===== src/rtl/time_counter.sv =====
// -----------------------------------------------------------------------------
// time_counter
//
// Free-running HH:MM:SS timekeeper. A prescaler divides the system clock down
// to a one-second tick, and the tick advances a seconds -> minutes -> hours
// cascade with a 24 hour wrap. An edited time can be loaded in parallel; the
// load has priority over counting and restarts the one-second period.
//
// Ports
//   clk_100MHz_i    in   1  system clock, rising edge
//   reset_n_i       in   1  asynchronous active-low reset
//   count_enable_i  in   1  1 = time advances, 0 = time frozen (edit mode)
//   load_time_i     in   1  level; while high the time registers take load_*
//   load_seconds_i  in   6  seconds to load (values above 59 saturate to 59)
//   load_minutes_i  in   6  minutes to load (values above 59 saturate to 59)
//   load_hours_i    in   5  hours to load   (values above 23 saturate to 23)
//   seconds_o       out  6  current seconds 0..59
//   minutes_o       out  6  current minutes 0..59
//   hours_o         out  5  current hours   0..23
//   tick_1hz_o      out  1  one-cycle pulse on the cycle seconds_o advances
//   day_wrap_o      out  1  one-cycle pulse on the 23:59:59 -> 00:00:00 step
//
// Handshake: there is no valid/ready pairing here. load_time_i is a level
// qualifier sampled on every rising edge; count_enable_i is a level gate.
// The upstream edit FSM loads with enable low, then raises enable a cycle
// later, which gives a full one-second first period after the load.
// -----------------------------------------------------------------------------
module time_counter #(
  parameter int CLK_FREQ_HZ = 100_000_000
) (
  input  logic       clk_100MHz_i,
  input  logic       reset_n_i,
  input  logic       count_enable_i,
  input  logic       load_time_i,
  input  logic [5:0] load_seconds_i,
  input  logic [5:0] load_minutes_i,
  input  logic [4:0] load_hours_i,
  output logic [5:0] seconds_o,
  output logic [5:0] minutes_o,
  output logic [4:0] hours_o,
  output logic       tick_1hz_o,
  output logic       day_wrap_o
);

  localparam int PW = $clog2(CLK_FREQ_HZ);
  localparam logic [PW-1:0] PRESC_TERM = PW'(CLK_FREQ_HZ - 1);

  localparam logic [5:0] SEC_MAX  = 6'd59;
  localparam logic [5:0] MIN_MAX  = 6'd59;
  localparam logic [4:0] HOUR_MAX = 5'd23;

  // ---------------------------------------------------------------------------
  // State
  // ---------------------------------------------------------------------------
  logic [PW-1:0] presc_q, presc_d;
  logic [5:0]    sec_q,   sec_d;
  logic [5:0]    min_q,   min_d;
  logic [4:0]    hour_q,  hour_d;
  logic          tick_q,  tick_d;
  logic          wrap_q,  wrap_d;

  // ---------------------------------------------------------------------------
  // Load saturation: out-of-range edits clamp to the top legal value rather
  // than wrapping, so a bad edit never produces an illegal displayed time.
  // ---------------------------------------------------------------------------
  logic [5:0] load_sec_sat;
  logic [5:0] load_min_sat;
  logic [4:0] load_hour_sat;

  always_comb begin
    load_sec_sat  = (load_seconds_i > SEC_MAX)  ? SEC_MAX  : load_seconds_i;
    load_min_sat  = (load_minutes_i > MIN_MAX)  ? MIN_MAX  : load_minutes_i;
    load_hour_sat = (load_hours_i   > HOUR_MAX) ? HOUR_MAX : load_hours_i;
  end

  // ---------------------------------------------------------------------------
  // Carry terms. All three fields update on the same edge as the tick, so
  // the carries are plain combinational terms off the current register values.
  // ---------------------------------------------------------------------------
  logic presc_at_term;
  logic sec_at_max;
  logic min_at_max;
  logic hour_at_max;

  always_comb begin
    presc_at_term = (presc_q == PRESC_TERM);
    sec_at_max    = (sec_q   == SEC_MAX);
    min_at_max    = (min_q   == MIN_MAX);
    hour_at_max   = (hour_q  == HOUR_MAX);
  end

  // ---------------------------------------------------------------------------
  // Next-state logic. Priority: load, then enable gate, then counting.
  // ---------------------------------------------------------------------------
  always_comb begin
    presc_d = presc_q;
    sec_d   = sec_q;
    min_d   = min_q;
    hour_d  = hour_q;
    tick_d  = 1'b0;
    wrap_d  = 1'b0;

    if (load_time_i) begin
      // Load also clears the prescaler and suppresses any coincident tick.
      presc_d = '0;
      sec_d   = load_sec_sat;
      min_d   = load_min_sat;
      hour_d  = load_hour_sat;
    end else if (!count_enable_i) begin
      // Holding the prescaler at zero makes the first advance after
      // re-enable land exactly one full period later.
      presc_d = '0;
    end else if (presc_at_term) begin
      presc_d = '0;
      tick_d  = 1'b1;
      if (!sec_at_max) begin
        sec_d = sec_q + 6'd1;
      end else begin
        sec_d = '0;
        if (!min_at_max) begin
          min_d = min_q + 6'd1;
        end else begin
          min_d = '0;
          if (!hour_at_max) begin
            hour_d = hour_q + 5'd1;
          end else begin
            hour_d = '0;
            wrap_d = 1'b1;
          end
        end
      end
    end else begin
      presc_d = presc_q + PW'(1);
    end
  end

  // ---------------------------------------------------------------------------
  // Registers
  // ---------------------------------------------------------------------------
  always_ff @(posedge clk_100MHz_i or negedge reset_n_i) begin
    if (!reset_n_i) begin
      presc_q <= '0;
      sec_q   <= '0;
      min_q   <= '0;
      hour_q  <= '0;
      tick_q  <= 1'b0;
      wrap_q  <= 1'b0;
    end else begin
      presc_q <= presc_d;
      sec_q   <= sec_d;
      min_q   <= min_d;
      hour_q  <= hour_d;
      tick_q  <= tick_d;
      wrap_q  <= wrap_d;
    end
  end

  // ---------------------------------------------------------------------------
  // Outputs: straight from registers, so held values never glitch.
  // ---------------------------------------------------------------------------
  assign seconds_o  = sec_q;
  assign minutes_o  = min_q;
  assign hours_o    = hour_q;
  assign tick_1hz_o = tick_q;
  assign day_wrap_o = wrap_q;

endmodule

===== config.mk =====
export PLATFORM = sky130hd
export DESIGN_NAME = time_counter
export DESIGN_NICKNAME = d
export VERILOG_FILES = /design/src/rtl/time_counter.sv
export SDC_FILE = /design/constraint.sdc
export NUM_CORES = 1
export LEC_CHECK = 0
export CAP_MARGIN = 25
export CORE_MARGIN = 2
export CORE_UTILIZATION = 54
export DETAILED_ROUTE_END_ITERATION = 8
export HOLD_SLACK_MARGIN = 0.06
export PLACE_DENSITY = 0.77
export SLEW_MARGIN = 20
export SYNTH_ARGS = -nofsm -noshare
export SYNTH_HDL_FRONTEND = slang
export SYNTH_SLANG_ARGS = --single-unit

===== constraint.sdc =====
create_clock -name clk_100MHz_i -period 2.2 [get_ports clk_100MHz_i]
set_clock_uncertainty 0.15 [all_clocks]
set_input_delay 0.66 -clock clk_100MHz_i [delete_from_list [all_inputs] [get_ports clk_100MHz_i]]
set_output_delay 0.66 -clock clk_100MHz_i [all_outputs]
set_load 0.01 [all_outputs]

==> metrics.txt <==
number of vias per cell=approximately 6; Post-Syn Instances=~280; post-synth net total=roughly 310; Startpoint Class=flop; PwrDens=554 mW/mm^2; crit path kind=flop to primary output; final hold slack=between 0.15 and 0.2 ns; final non-filler cell area=approximately 0.0033 mm^2; relative slew slack=slightly below 70%; ratio of cells with drive above 1 in the final layout=between 10% and 20%; Post-synth ARST share=between 90% and 100%; Syn. warnings=0; vias in the first global route=2,214; NumNets Final=between 300 and 400; CP endpoint kind=primary output; Setup violations, final=0; Post-synth EDFFs=0; Clk network pwr share=a little over a third; DR pass1 iterations=4; slowest CP cell=clkdlybuf4s50_1; first-pass GRT wire length=10.2 mm; clk root buf=clkbuf_8; Antenna Cells=0; DP Area=between 0.003 and 0.004 mm^2; Combinational Power Share=15.4%; initial antenna violation count=0; minimum clock period=approximately 2.1 ns; drt wl/cell=approximately 16 um; Placed Cells=between 300 and 400; IO buf count=39; critical path arrival=~1.3 ns; worst path cell trace=clkdlybuf4s50_1; ports placed on the boundary=40; DIE WIDTH=roughly 73 um; cell family with most CP delay=buffers and inverters; post-route setup TNS=0 ns; Initial Util=a little under three fifths; pre-CTS WS=-0.201 ns; largest net degree at the start of global routing=47; critical path's largest stage delay=a little under 0.6 ns; worst skew pair latency=~0.30 ns; die area=between 0.005 and 0.006 mm^2; Seq pwr share=between 40% and 50%; total congestion overflow=0; status=complete, no violations; WP data required=approximately 1.4 ns; non-filler cells, final=about 400; predominant post-synthesis flop cell=dfrtp_1; Cell variety after synth=40; CTS Sinks=46; class of the worst hold path=input pin to async pin; CP Max Fanout=7; H-tree Lvls=2; FF-to-FF setup slack=around 0.11 ns; Hold-fix buffers, CTS=0; Mean Syn Cell Area=slightly above 9 um^2; Max Freq=approximately 470 MHz; worst path bufs/invs=1; Internal=~1.4 mW; Clock Tree Buf Depth=2; 1st-iter DRT viols=about 180; Psw=roughly 450 uW; Worst Max-Slew Pin Slew=between 0.4 and 0.5 ns; Max-Cap Viols=0; post-DP HPWL=4.40 mm; commonest cells after routing, fill and taps aside=nor2_1, dfrtp_1, clkdlybuf4s50_1; RePlAce Congestion=just under 0.9; Worst-path clk slew=about 0.08 ns; Detailed Route WL=~6.3 mm; worst vdd ir=0.377 mV; Hold Violations, Final=0; post-synthesis sequential element count=between 40 and 50; Vias=2,329; crit share post-route=97.6%; CTS Buf Count=5; Worst Reg-to-Reg Cells=7; Leakage Power=approximately 1.4 nW; Antenna Nets Post-Route=0; setup ws final=0.0521 ns; post-synthesis sequential area ratio=roughly 45%; Net Sw Frac=~25%; fin. max-slew vios=0; die height=approximately 73 um; num rows=25; fin util=a little under three quarters; GRT Overall Usage=24.8%; Total Power=approximately 1.8 mW; number of remaining DRC errors=0; reg2reg end=minutes_o[0]; TritonCTS clock tree=yes; Layout area overhead=29.7%; post-synthesis cell area=around 0.0026 mm^2; core box area=0.00466 mm^2; r2r startpoint=seconds_o[1]
## metal layers
layer | track usage, % | vias up | wire (um) | part of all wire, %
li1 | - | 1130 | - | -
met4 | 8.85 | 0 | 84 | 1.3
met5 | 0 | - | 0 | 0
met2 | 39.5 | 66 | 3050 | 49
met1 | 34.1 | 1125 | 2850 | 45
met3 | 4.42 | 8 | 302 | 4.8
## cells by family after synthesis
| family | count (synthesis) | share of synthesized area (%) |
|---|---|---|
| and+or+nand+nor | 149 | 31.3 |
| buffers and inverters | 17 | 2.58 |
| AOI/OAI and AO/OA | 38 | 9.65 |
| adders and majority gates | 4 | 1.95 |
| DFF | 46 | 44.9 |
| muxes | 2 | 0.780 |
| xor gates and xnor gates | 26 | 8.87 |
## area by class of cell
class	instances	area (um^2)
inverter	9	33.8
clock buffer	6	82.6
fill	357	1330
multi-input combinational	219	1380
clock inverter	1	30.0
timing repair buffer	62	583
tap	54	67.6
sequential	46	1150
## power by group through the flow
stage               Combinational (mW)  Sequential [mW]  Clock [mW]
floorplan                        0.106            0.938           0
global placement                 0.273            0.932           0
detailed placement               0.278            0.934           0
CTS                              0.281            0.917       0.658
global route                     0.315            0.924       0.684
finish                           0.283            0.919       0.642
## cells in the mapped netlist, types with 2 or more instances
library cell | number | area (um^2)
ha_1 | 4 | 50.1
xor2_1 | 16 | 140
nand3_1 | 25 | 125
and4_2 | 2 | 20.0
inv_1 | 9 | 33.8
clkbuf_1 | 5 | 18.8
dfrtp_1 | 46 | 1150
and4_1 | 3 | 26.3
o31ai_1 | 2 | 15.0
and2_1 | 3 | 18.8
a31oi_1 | 9 | 56.3
xnor2_1 | 10 | 87.6
and3_1 | 9 | 56.3
o211ai_1 | 3 | 22.5
nor3_1 | 13 | 65.1
nand2_1 | 19 | 71.3
or4_1 | 2 | 15.0
a21oi_1 | 5 | 25.0
nor4_4 | 2 | 42.5
nand4_1 | 12 | 75.1
nor2b_1 | 3 | 18.8
nor4_1 | 3 | 18.8
o21ai_0 | 10 | 50.1
buf_2 | 2 | 10.0
a2bb2oi_1 | 5 | 43.8
mux2i_1 | 2 | 20.0
nor2_1 | 45 | 169
## worst register-to-register path: cells and delay by family (launching register included)
kind	cells	cell delay (ns)
AO/OA/AOI/OAI	1	0.20
adder cells (fa/ha/maj)	1	0.22
flip-flops	1	0.39
buffers and inverters	1	0.18
AND/OR/NAND/NOR	4	0.86
## state kept, by name (all words and copies together) (netlist names)
name / flops
minutes_o: 6
day_wrap_o: 1
hours_o: 5
tick_1hz_o: 1
presc_q: 27
seconds_o: 6
## timing repair
item,in CTS,in global routing
resized for setup,0,10
setup endpoints to repair,0,7
setup buffers,0,1
## worst max path at each step
stage	slack (ns)	from	cells past startpoint	end
2_1_floorplan	0.12	minutes_o[0]	7	hours_o[4]
3_3_place_gp	-0.16	count_enable_i	5	hours_o[4]
3_5_place_dp	-0.20	count_enable_i	6	minutes_o[0]
4_1_cts	0.04	seconds_o[1]	7	minutes_o[0]
5_1_grt	-0.02	seconds_o[1]	7	minutes_o[5]
6_report	0.05	minutes_o[3]	1	minutes_o[3]
(Power assumes the default switching activity.)
